$ cat config.mk
export PLATFORM = sky130hd
export DESIGN_NAME = seq_min_finder_flat
export DESIGN_NICKNAME = d
export VERILOG_FILES = /design/src/rtl/seq_min_pkg.sv /design/src/rtl/seq_min_finder_if.sv /design/src/rtl/seq_min_finder_strobe_sync_edge.sv /design/src/rtl/seq_min_finder.sv /design/src/flat_wrapper.sv
export SDC_FILE = /design/constraint.sdc
export NUM_CORES = 1
export LEC_CHECK = 0
export ABC_CLOCK_PERIOD_IN_PS = 2650
export BUFFER_PORTS_ARGS = -buffer_cell sky130_fd_sc_hd__buf_2
export CAP_MARGIN = 5
export CORE_UTILIZATION = 51
export DETAILED_ROUTE_END_ITERATION = 8
export PLACE_DENSITY = 0.8
export SKIP_LAST_GASP = 1
export SLEW_MARGIN = 15
export SYNTH_ARGS = -nofsm -noshare
export SYNTH_HDL_FRONTEND = slang
export SYNTH_SLANG_ARGS = --single-unit
$ cat constraint.sdc
create_clock -name clk -period 2.65 [get_ports clk]
set_clock_uncertainty 0.2 [all_clocks]
set_input_delay 0.53 -clock clk [delete_from_list [all_inputs] [get_ports clk]]
set_output_delay 0.53 -clock clk [all_outputs]
set_load 0.1 [all_outputs]
$ cat src/rtl/seq_min_pkg.sv
`default_nettype none
// ============================================================================
//  Module   : seq_min_pkg
//  Purpose  : Shared types and default sizing for the sequential minimum
//             finder (FSM state encoding, default operand width and count).
//  Ports    : none (package)
//  Revision : 1.0 - initial release
// ============================================================================
package seq_min_pkg;

  // Default operand width and operands per set
  localparam int SEQ_MIN_W = 3;
  localparam int SEQ_MIN_N = 4;

  typedef enum logic [1:0] {
    LOAD = 2'd0,
    SCAN = 2'd1,
    DONE = 2'd2
  } state_t;

endpackage : seq_min_pkg
`default_nettype wire

$ cat src/rtl/seq_min_finder_if.sv
`default_nettype none
// ============================================================================
//  Module   : seq_min_finder_if
//  Purpose  : Operand / result bundle of the sequential minimum finder.
//  Ports    : none; signals
//               in_data   [W-1:0]     operand value
//               in_strobe             raw slide-switch strobe
//               min_val   [W-1:0]     minimum of the last completed set
//               min_idx   [IDXW-1:0]  lowest index holding min_val
//               valid                 result valid
//               busy                  scan in progress
//               load_cnt  [IDXW:0]    operands captured in current set
//             modport master : stimulus side (drives in_data/in_strobe)
//             modport slave  : finder side
//  Revision : 1.0 - initial release
// ============================================================================
interface seq_min_finder_if
  import seq_min_pkg::*;
#(
  parameter int W = SEQ_MIN_W,
  parameter int N = SEQ_MIN_N
);
  localparam int IDXW = $clog2(N);

  logic [W-1:0]    in_data;
  logic            in_strobe;
  logic [W-1:0]    min_val;
  logic [IDXW-1:0] min_idx;
  logic            valid;
  logic            busy;
  logic [IDXW:0]   load_cnt;

  modport master (
    output in_data, in_strobe,
    input  min_val, min_idx, valid, busy, load_cnt
  );

  modport slave (
    input  in_data, in_strobe,
    output min_val, min_idx, valid, busy, load_cnt
  );

endinterface : seq_min_finder_if
`default_nettype wire

$ cat src/rtl/seq_min_finder_strobe_sync_edge.sv
`default_nettype none
// ============================================================================
//  Module   : strobe_sync_edge
//  Purpose  : Brings a raw asynchronous switch strobe into the clk domain
//             through a 2-flop synchroniser, then a history flop produces a
//             one-cycle rising-edge pulse. All flops reset to 1 so a strobe
//             held high through reset yields no edge.
//  Ports    : clk     in  system clock
//             rst     in  synchronous active-high reset
//             i_async in  raw strobe
//             o_edge  out one-cycle pulse per synchronised rising edge
//  Revision : 1.0 - initial release
// ============================================================================
module strobe_sync_edge (
  input  wire logic clk,
  input  wire logic rst,
  input  wire logic i_async,
  output logic      o_edge
);

  logic r_s1;
  logic r_s2;
  logic r_s3;

  always_ff @(posedge clk) begin
    if (rst) begin
      r_s1 <= 1'b1;
      r_s2 <= 1'b1;
      r_s3 <= 1'b1;
    end else begin
      r_s1 <= i_async;
      r_s2 <= r_s1;
      r_s3 <= r_s2;
    end
  end

  assign o_edge = r_s2 & ~r_s3;

endmodule : strobe_sync_edge
`default_nettype wire

$ cat src/rtl/seq_min_finder.sv
`default_nettype none
// ============================================================================
//  Module   : seq_min_finder
//  Purpose  : Captures N operands of W bits (one per strobe rising edge) into
//             a register buffer, then scans the buffer one entry per cycle
//             and reports the minimum value and the lowest index holding it.
//             Build macro SEQ_MIN_SIGNED_EN: when defined, operands are
//             compared as two's-complement; otherwise unsigned.
//  Ports    : clk  in  system clock
//             rst  in  synchronous active-high reset
//             bus  seq_min_finder_if.slave (operand in, result out)
//  Params   : W (operand width), N (operands per set, must be >= 2)
//  Revision : 1.0 - initial release
// ============================================================================
module seq_min_finder
  import seq_min_pkg::*;
#(
  parameter int W = SEQ_MIN_W,
  parameter int N = SEQ_MIN_N
) (
  input  wire logic       clk,
  input  wire logic       rst,
  seq_min_finder_if.slave bus
);

  localparam int IDXW = $clog2(N);
  localparam logic [IDXW-1:0] C_LAST_P   = IDXW'(N - 1);
  localparam logic [IDXW:0]   C_LAST_CNT = (IDXW + 1)'(N - 1);

  state_t          r_state;
  state_t          w_state_nxt;

  logic [W-1:0]    r_buf [N];
  logic [IDXW:0]   r_load_cnt;
  logic [IDXW-1:0] r_p;
  logic [W-1:0]    r_run_val;
  logic [IDXW-1:0] r_run_idx;
  logic [W-1:0]    r_min_val;
  logic [IDXW-1:0] r_min_idx;

  logic            w_edge;
  logic            w_wr_en;
  logic [IDXW-1:0] w_wr_addr;
  logic [IDXW:0]   w_cnt_nxt;
  logic            w_busy;
  logic            w_valid;
  logic            w_scan_last;
  logic [W-1:0]    w_cur;
  logic            w_less;
  logic            w_take;

  // --------------------------------------------------------------------------
  // Strobe synchronisation and edge detection
  // --------------------------------------------------------------------------
  strobe_sync_edge u_sync (
    .clk     (clk),
    .rst     (rst),
    .i_async (bus.in_strobe),
    .o_edge  (w_edge)
  );

  // --------------------------------------------------------------------------
  // FSM: state register
  // --------------------------------------------------------------------------
  always_ff @(posedge clk) begin
    if (rst) begin
      r_state <= LOAD;
    end else begin
      r_state <= w_state_nxt;
    end
  end

  // --------------------------------------------------------------------------
  // FSM: next state and control outputs
  // --------------------------------------------------------------------------
  assign w_scan_last = (r_p == C_LAST_P);

  always_comb begin
    w_state_nxt = r_state;
    w_wr_en     = 1'b0;
    w_wr_addr   = r_load_cnt[IDXW-1:0];
    w_cnt_nxt   = r_load_cnt + 1'b1;
    w_busy      = 1'b0;
    w_valid     = 1'b0;
    case (r_state)
      LOAD: begin
        if (w_edge) begin
          w_wr_en = 1'b1;
          if (r_load_cnt == C_LAST_CNT) begin
            w_state_nxt = SCAN;
          end
        end
      end
      SCAN: begin
        // Edges seen here are dropped: no write, no count.
        w_busy = 1'b1;
        if (w_scan_last) begin
          w_state_nxt = DONE;
        end
      end
      DONE: begin
        w_valid = 1'b1;
        // A new edge starts the next set at slot 0.
        if (w_edge) begin
          w_wr_en     = 1'b1;
          w_wr_addr   = '0;
          w_cnt_nxt   = (IDXW + 1)'(1);
          w_state_nxt = LOAD;
        end
      end
      default: begin
        w_state_nxt = LOAD;
      end
    endcase
  end

  // --------------------------------------------------------------------------
  // Operand buffer (not cleared by reset; contents are only read after a
  // complete set has been loaded)
  // --------------------------------------------------------------------------
  always_ff @(posedge clk) begin
    if (w_wr_en) begin
      r_buf[w_wr_addr] <= bus.in_data;
    end
  end

  always_ff @(posedge clk) begin
    if (rst) begin
      r_load_cnt <= '0;
    end else if (w_wr_en) begin
      r_load_cnt <= w_cnt_nxt;
    end
  end

  // --------------------------------------------------------------------------
  // Scan comparator
  // --------------------------------------------------------------------------
  assign w_cur = r_buf[r_p];

`ifdef SEQ_MIN_SIGNED_EN
  assign w_less = ($signed(w_cur) < $signed(r_run_val));
`else
  assign w_less = (w_cur < r_run_val);
`endif

  // Entry 0 seeds the running minimum; afterwards only a strictly smaller
  // value replaces it, so ties keep the lower index.
  assign w_take = (r_p == '0) || w_less;

  always_ff @(posedge clk) begin
    if (rst) begin
      r_p       <= '0;
      r_run_val <= '0;
      r_run_idx <= '0;
      r_min_val <= '0;
      r_min_idx <= '0;
    end else if (r_state == SCAN) begin
      if (w_take) begin
        r_run_val <= w_cur;
        r_run_idx <= r_p;
      end
      if (w_scan_last) begin
        // Publish the final result; outputs stay stable during the scan.
        r_p       <= '0;
        r_min_val <= w_take ? w_cur : r_run_val;
        r_min_idx <= w_take ? r_p   : r_run_idx;
      end else begin
        r_p <= r_p + 1'b1;
      end
    end
  end

  // --------------------------------------------------------------------------
  // Outputs
  // --------------------------------------------------------------------------
  assign bus.min_val  = r_min_val;
  assign bus.min_idx  = r_min_idx;
  assign bus.valid    = w_valid;
  assign bus.busy     = w_busy;
  assign bus.load_cnt = r_load_cnt;

endmodule : seq_min_finder
`default_nettype wire

$ cat src/flat_wrapper.sv
// flat-port wrapper written by rule: the top's interface ports become plain ports
module seq_min_finder_flat import seq_min_pkg::*;
#(
  parameter int W = SEQ_MIN_W,
  parameter int N = SEQ_MIN_N
)
  (clk, rst, bus_in_data, bus_in_strobe, bus_min_val, bus_min_idx, bus_valid, bus_busy, bus_load_cnt);
  seq_min_finder_if #(.W(W), .N(N)) bus_i ();
  input  wire logic clk;
  input  wire logic rst;
  input wire logic [$bits(bus_i.in_data)-1:0] bus_in_data;
  input wire logic [$bits(bus_i.in_strobe)-1:0] bus_in_strobe;
  output wire logic [$bits(bus_i.min_val)-1:0] bus_min_val;
  output wire logic [$bits(bus_i.min_idx)-1:0] bus_min_idx;
  output wire logic [$bits(bus_i.valid)-1:0] bus_valid;
  output wire logic [$bits(bus_i.busy)-1:0] bus_busy;
  output wire logic [$bits(bus_i.load_cnt)-1:0] bus_load_cnt;
  assign bus_i.in_data = bus_in_data;
  assign bus_i.in_strobe = bus_in_strobe;
  assign bus_min_val = bus_i.min_val;
  assign bus_min_idx = bus_i.min_idx;
  assign bus_valid = bus_i.valid;
  assign bus_busy = bus_i.busy;
  assign bus_load_cnt = bus_i.load_cnt;
  seq_min_finder #(.W(W), .N(N)) u_core (.clk(clk), .rst(rst), .bus(bus_i));
endmodule
==> results of run 1 <==
## final cells by class
class / count / area, um^2 / area share [%]
Sequential cell: 34 / 800.8 / 48.16
Tap cell: 31 / 38.79 / 2.333
Inverter: 5 / 18.77 / 1.129
Timing Repair Buffer: 18 / 97.59 / 5.869
Multi-Input combinational cell: 86 / 653.1 / 39.28
Clock buffer: 5 / 37.54 / 2.257
Clock inverter: 3 / 16.27 / 0.9782
## cells in the final DEF, fill, tap and decap left out, types with 2 or more instances in the layout
cell type and n:
o21bai_1 4, nor3_1 2, nor2_1 17, or2_2 3, dfxtp_1 22, buf_4 3
mux4_1 2, nand2_1 4, a21oi_2 2, a311oi_1 3, inv_1 5, clkbuf_4 5
a211oi_1 7, edfxtp_1 12, mux2i_1 5, nor2b_1 2, buf_2 15, or2b_1 2
a21oi_1 6, ha_1 6, nand2b_1 10
## cells by family (layout without fill, tap and decap cells)
family / count (synthesis) / after routing
AO/OA/AOI/OAI: 23 / 23
adder cells (fa/ha/maj): 6 / 6
buffers and inverters: 11 / 31
flip-flops: 34 / 34
multiplexers: 8 / 8
AND/OR/NAND/NOR: 49 / 49
## state kept, by name, summed over array words and instances (netlist names), 2 cells and up, named ones only
register / flops
u_core.r_buf: 12
u_core.bus.load_cnt: 3
u_core.bus.min_val: 3
u_core.r_run_val: 3
u_core.bus.min_idx: 2
u_core.r_p: 2
u_core.r_run_idx: 2
u_core.r_state: 2
## per-layer routing
metal  GRT usage [%]  wire [um]  up-vias
li1                -          -      508
met1           19.85       1093      460
met2           26.87       1098       18
met3           4.884         87        7
met4           9.408         51        0
met5               0          0        -
## power breakdown
part	switching [mW]	internal (mW)	leakage (nW)
clock	0.173	0.0985	0.0286
sequential	0.00193	0.542	0.286
combinational	0.0165	0.0112	0.352
## how the worst max path moves through the flow
stage	depth (start not counted)	to	slack, ns
floorplan	6	u_core.bus.min_val[1]$_SDFFE_PP0P_	0.17
global placement	6	u_core.bus.min_val[1]$_SDFFE_PP0P_	0.11
detailed placement	6	u_core.bus.min_val[2]$_SDFFE_PP0P_	-0.005
CTS	6	u_core.r_run_val[2]$_SDFFE_PP0N_	0.13
global route	6	u_core.r_run_idx[0]$_SDFFE_PP0N_	0.02
finish	6	u_core.r_run_idx[0]$_SDFFE_PP0N_	0.15
## repair_timing
action,CTS,global route
setup buffers,0,0
gates resized for setup,1,0
setup endpoints to repair,3,0
hold endpoints to repair,0,0
## through the flow
stage          cells  cell area [um^2]  worst slack, ns  hold slack [ns]
2_1_floorplan    131              1493           0.1743           0.1895
3_3_place_gp     174              1605           0.1078           0.1976
3_5_place_dp     174              1605        -0.004963           0.2027
4_1_cts          182              1663           0.1268           0.1668
5_1_grt          182              1663          0.01993           0.1703
6_report         182              1663           0.1479           0.1759
==> impl_metrics.py, run 1 <==
metrics = {
    "yosys": {
        "synth_top_cell_by_area": "dfxtp_1",
        "synthSimpleGateAreaFrac_pct": 18.47,
        "yosysSeqAreaShare_pct": 53.74,
        "async_flop_share_pct": 0,
        "yosysMostFrequentCell": "dfxtp_1",
        "syn_area_um2": 1490,
        "synthTopCellsByArea": "dfxtp_1 (30%), edfxtp_1 (24%), ha_1 (5.0%), nor2_1 (4.3%), nand2b_1 (4.2%)",
        "synth.avg_cell_area_um2": 11.38,
        "synth_adder_area_share_pct": 5.038,
        "ys.flop_type": "dfxtp_1",
        "yosysUniqueCellTypes": 30,
        "synth_top_family_by_area": "simple AND/OR/NAND/NOR gates",
        "synth_xor_area_share_pct": 0,
        "synth-warning-count": 0,
        "synth_seq_cells": 34,
        "synth-edff-count": 12,
        "synth-compound-area-share_pct": 11.50,
        "synthMuxAreaShare_pct": 8.396,
        "syn_inst": 131,
        "synth_top_area_share_pct": 29.55,
        "syn_nets": 143,
        "synth_common_cells": "dfxtp_1 (22), nor2_1 (17), edfxtp_1 (12), nand2b_1 (10)",
    },
    "detailed_routing": {
        "detail-route-antenna-nets": 0,
        "vias_per_cell": 5.456,
        "first_iter_violations": 22,
        "drt_pre_antenna_iters": 4,
        "routed-via-count": 993,
        "wl_per_cell_um": 12.81,
        "route.detailed.drc": 0,
        "wl_mm": 2.331,
    },
    "timing": {
        "period_share_pct": 94.42,
        "clock.fmax_mhz": 399.7,
        "finalSetupViolCount": 0,
        "drv_slew": 0,
        "slew_headroom_pct": 67.57,
        "rsz0062_at_grt": "no",
        "tns_ns": 0,
        "tightest_slew_ns": 0.4899,
        "fin_crit_ns": 2.502,
        "hold_viol": 0,
    },
    "clocking": {
        "htreeDepth": 2,
        "root_buffer": "clkbuf_4",
        "holdBufCountCts": 0,
        "cts_tree": "built",
        "clock_path_buffers": 2,
        "clock-sinks": 34,
        "cts_buffers": 5,
        "path_clk_slew_ns": 0.10,
        "insertion_delay_ns": 0.34,
    },
    "hold_path": {
        "min_from": "bus_in_strobe",
        "hold_class": "input port to flip-flop",
        "worstHoldPathCells": 2,
        "holdPathEnd": "u_core.u_sync.r_s1$_SDFF_PP1_",
    },
    "critical_path": {
        "start_kind": "flip-flop",
        "critical_path_class": "flip-flop to flip-flop",
        "critical_path.top_delay_family": "multiplexers",
        "critPathBufInv": 0,
        "cp_data_arrival_time_ns": 2.57,
        "crit_chain": "mux4_1 -> ha_1 -> a21oi_2 -> a21oi_2 -> a21boi_4 -> mux2i_1",
        "slowest_delay_ns": 0.60,
        "end_kind": "flip-flop",
        "r2r_cells": 6,
        "crit_required_ns": 2.72,
        "cp_max_fo": 8,
        "path_common_cell": "a21oi_2",
        "reg2reg_slack_ns": 0.15,
        "crit_slowest_cell": "mux4_1",
        "worst_r2r_endpoint": "u_core.r_run_idx[0]$_SDFFE_PP0N_",
    },
    "final_layout": {
        "nets": 162,
        "fill_cells": 236,
        "syn2layout_area_growth_pct": 11.59,
        "drive_gt1_share_pct": 23.84,
        "final_core_utilization_pct": 60.30,
        "diodes": 0,
    },
    "placed_design": {
        "portBuffers": 15,
        "gp_congestion": 0.7679,
        "dp_hpwl_mm": 1.751,
    },
    "pwr": {
        "vdd_drop_max_mv": 0.3949,
        "power_density_nw_per_um2": 507.3,
        "leakagePower_nw": 0.6666,
        "finalPower_mw": 0.8436,
    },
    "floorplan": {
        "die_y_um": 56.06,
        "coreArea_um2": 2758,
        "die_area_um2": 3142,
        "die_width_um": 56.06,
        "num_rows": 19,
        "start_util_pct": 54.04,
        "ios": 16,
    },
    "global_routing": {
        "overflow": 0,
        "grt_max_degree": 26,
        "grt_pass1_vias": 909,
        "antenna_found_initial": 0,
        "grt_use_total_pct": 16.67,
        "grt_pass1_wl_mm": 3.939,
    },
    "run_status": {
        "outcome": "complete, no violations",
    },
    "run": {
        "cap_violations": 0,
    },
}
No activity file was read; power rests on OpenSTA's default activity.
==> inputs of run 2 (changes only) <==
--- a/config.mk
+++ b/config.mk
@@ -5,9 +5,11 @@
 export SDC_FILE = /design/constraint.sdc
 export NUM_CORES = 1
 export LEC_CHECK = 0
+export ABC_AREA = 1
 export ABC_CLOCK_PERIOD_IN_PS = 2650
 export BUFFER_PORTS_ARGS = -buffer_cell sky130_fd_sc_hd__buf_2
 export CAP_MARGIN = 5
+export CORE_MARGIN = 10
 export CORE_UTILIZATION = 51
 export DETAILED_ROUTE_END_ITERATION = 8
 export PLACE_DENSITY = 0.8
==> run 2 against run 1 <==
- sequential share of layout area rose by 0.44 points
- setup slack improved by 0.29 ns
- routed wire length is 21% higher
- clock power down 2%
- die area up 74%
- area after synthesis about the same
- critical path type is now flip-flop to primary output
==> impl_metrics.py, run 2 <==
metrics = {
    "clocking": {
        "path_clk_slew_ns": 0.10,
        "post_cts_buffers": 0,
        "clock_path_buffers": 2,
        "cts_buffers": 5,
        "cts_tree": "built",
        "insertion_delay_ns": 0.33,
        "cts-resized-gates": 0,
        "root_buffer": "clkbuf_4",
        "clock-sinks": 34,
        "holdBufCountCts": 0,
        "htreeDepth": 2,
    },
    "yosys": {
        "synthTopCellsByArea": "dfxtp_1 (30%), edfxtp_1 (24%), inv_1 (7.1%), nand3_1 (6.4%), nand2_1 (5.3%)",
        "synth_top_cell_by_area": "dfxtp_1",
        "yosysMostFrequentCell": "inv_1",
        "yosysSeqAreaShare_pct": 53.78,
        "synth-warning-count": 0,
        "synth_seq_cells": 34,
        "synth.avg_cell_area_um2": 8.810,
        "yosysUniqueCellTypes": 21,
        "synth_common_cells": "inv_1 (28), dfxtp_1 (22), nand2_1 (21), nand3_1 (19), nor2_1 (17)",
        "ys.flop_type": "dfxtp_1",
        "synth-edff-count": 12,
        "syn_inst": 169,
        "synth_top_area_share_pct": 29.58,
        "syn_nets": 181,
        "async_flop_share_pct": 0,
        "syn_area_um2": 1489,
    },
    "critical_path": {
        "worst_r2r_endpoint": "u_core.bus.min_val[2]$_SDFFE_PP0P_",
        "end_kind": "primary output",
        "cp_max_fo": 6,
        "critical_path_class": "flip-flop to primary output",
        "reg2reg_slack_ns": 0.46,
        "crit_required_ns": 1.92,
        "r2r_cells": 9,
        "start_kind": "flip-flop",
        "crit_chain": "inv_1 -> nor2_1 -> buf_2",
        "cp_data_arrival_time_ns": 1.48,
        "crit_slowest_cell": "buf_2",
        "slowest_delay_ns": 0.45,
    },
    "global_routing": {
        "antenna_found_initial": 0,
        "overflow": 0,
        "grt_pass1_wl_mm": 4.954,
        "grt_max_degree": 13,
        "grt_use_total_pct": 11.52,
        "grt_pass1_vias": 1130,
    },
    "floorplan": {
        "coreArea_um2": 2781,
        "die_area_um2": 5480,
        "die_width_um": 74.03,
        "ios": 16,
        "start_util_pct": 53.53,
        "die_y_um": 74.03,
        "num_rows": 19,
    },
    "placed_design": {
        "dp_hpwl_mm": 2.165,
        "gp_congestion": 0.8473,
        "portBuffers": 15,
        "post_dp_cell_area_um2": 1597,
    },
    "final_layout": {
        "syn2layout_area_growth_pct": 10.67,
        "drive_gt1_share_pct": 18.95,
        "largest_reg_flops": 12,
        "final_common_cell": "inv_1",
        "largest_register": "u_core.r_buf",
        "final_area_um2": 1648,
        "layout_common_cells": "inv_1 (28), dfxtp_1 (22), nand2_1 (21)",
        "nets": 201,
        "diodes": 0,
    },
    "timing": {
        "finalSetupViolCount": 0,
        "rsz0062_at_grt": "no",
        "hold_viol": 0,
        "drv_slew": 0,
        "clock.fmax_mhz": 451.9,
        "fin_crit_ns": 2.213,
        "tns_ns": 0,
        "slew_headroom_pct": 49.30,
        "period_share_pct": 83.51,
        "tightest_slew_ns": 0.7577,
    },
    "detailed_routing": {
        "detail-route-antenna-nets": 0,
        "route.detailed.drc": 0,
        "wl_per_cell_um": 12.72,
        "wl_mm": 2.812,
        "drt_pre_antenna_iters": 4,
        "routed-via-count": 1146,
        "vias_per_cell": 5.186,
        "first_iter_violations": 68,
    },
    "run_status": {
        "outcome": "complete, no violations",
    },
    "hold_path": {
        "hold_class": "input port to flip-flop",
        "holdPathEnd": "u_core.u_sync.r_s1$_SDFF_PP1_",
        "worstHoldPathCells": 2,
        "min_from": "bus_in_strobe",
    },
    "pwr": {
        "clock_power_share_pct": 31.4,
        "power.switching_mw": 0.1950,
        "power_density_nw_per_um2": 515.1,
        "p_comb_share_pct": 4.3,
        "vdd_drop_max_mv": 0.4688,
        "p_int_mw": 0.6537,
        "switching_share_pct": 22.97,
        "pwr-share-seq_pct": 64.3,
        "leakagePower_nw": 0.7340,
    },
    "run": {
        "cap_violations": 0,
    },
}
run 2: cell count changes in the layout (fill, tap and decap cells not counted), sizes merged, moves of 6 or more:
cell / before / now
inv: 5 / 29
nand3: 1 / 19
nand2b: 10 / 0
nand2: 4 / 29
a211oi: 7 / 1
o21ai: 0 / 8
run 2: layout make-up:
cell class	count	area (um^2)
Multi-Input combinational cell	103	565.5
Sequential cell	34	800.8
Clock inverter	2	10.01
Tap cell	31	38.79
Clock buffer	6	41.29
Fill cell	234	1134
Timing Repair Buffer	16	82.58
Inverter	29	108.9
run 2: kinds of logic (layout without fill, tap and decap cells):
group                      after synthesis  after routing  share of synthesized area, %
AOI/OAI and AO/OA                       27             27                         10.25
and+or+nand+nor                         70             70                         22.69
adders and majority gates                6              6                         5.042
DFF                                     34             34                         53.78
buffers and inverters                   32             53                         8.235
run 2: how the worst max path moves through the flow:
stage / depth (start not counted) / end / from
CTS: 3 / bus_valid / u_core.r_state[1]$_SDFFE_PP0P_
floorplan: 2 / bus_valid / u_core.r_state[1]$_SDFFE_PP0P_
global placement: 10 / u_core.bus.min_val[2]$_SDFFE_PP0P_ / flip-flop
finish: 3 / bus_valid / u_core.r_state[1]$_SDFFE_PP0P_
detailed placement: 10 / u_core.bus.min_val[2]$_SDFFE_PP0P_ / flip-flop
global route: 10 / u_core.bus.min_val[2]$_SDFFE_PP0P_ / flip-flop
run 2: metal layers:
layer | global-route usage [%] | up-vias | share of wire [%]
met2 | 19.60 | 14 | 51
li1 | - | 592 | -
met1 | 12.83 | 533 | 44
met5 | 0 | - | 0
met3 | 4.255 | 7 | 3.3
met4 | 4.348 | 0 | 1.4
run 2: per-stage QoR:
stage	hold WS, ns	power [mW]	cells	utilization (%)	setup WS, ns
finish	0.1760	0.8487	221	59.24	0.4370
CTS	0.1631	0.8599	221	59.24	0.4057
global route	0.1636	0.8813	221	59.24	0.2076
detailed placement	0.1973	0.5944	213	57.40	0.4755
global placement	0.1970	0.5925	213	57.40	0.6112
floorplan	0.1868	0.5832	169	-	0.1751
run 2: power groups by stage:
stage	clock (mW)	combinational, mW	sequential, mW
after CTS	0.277	0.0370	0.546
after detailed placement	0	0.0368	0.558
after global routing	0.294	0.0404	0.546
after floorplan	0	0.0150	0.568
after global placement	0	0.0350	0.557
final	0.266	0.0369	0.546
run 2: worst max-delay path, delay by kind of cell (launching register included):
| kind | cells | cell delay (ns) |
|---|---|---|
| buffers and inverters | 2 | 0.57 |
| AND/OR/NAND/NOR | 1 | 0.14 |
| flip-flops | 1 | 0.44 |
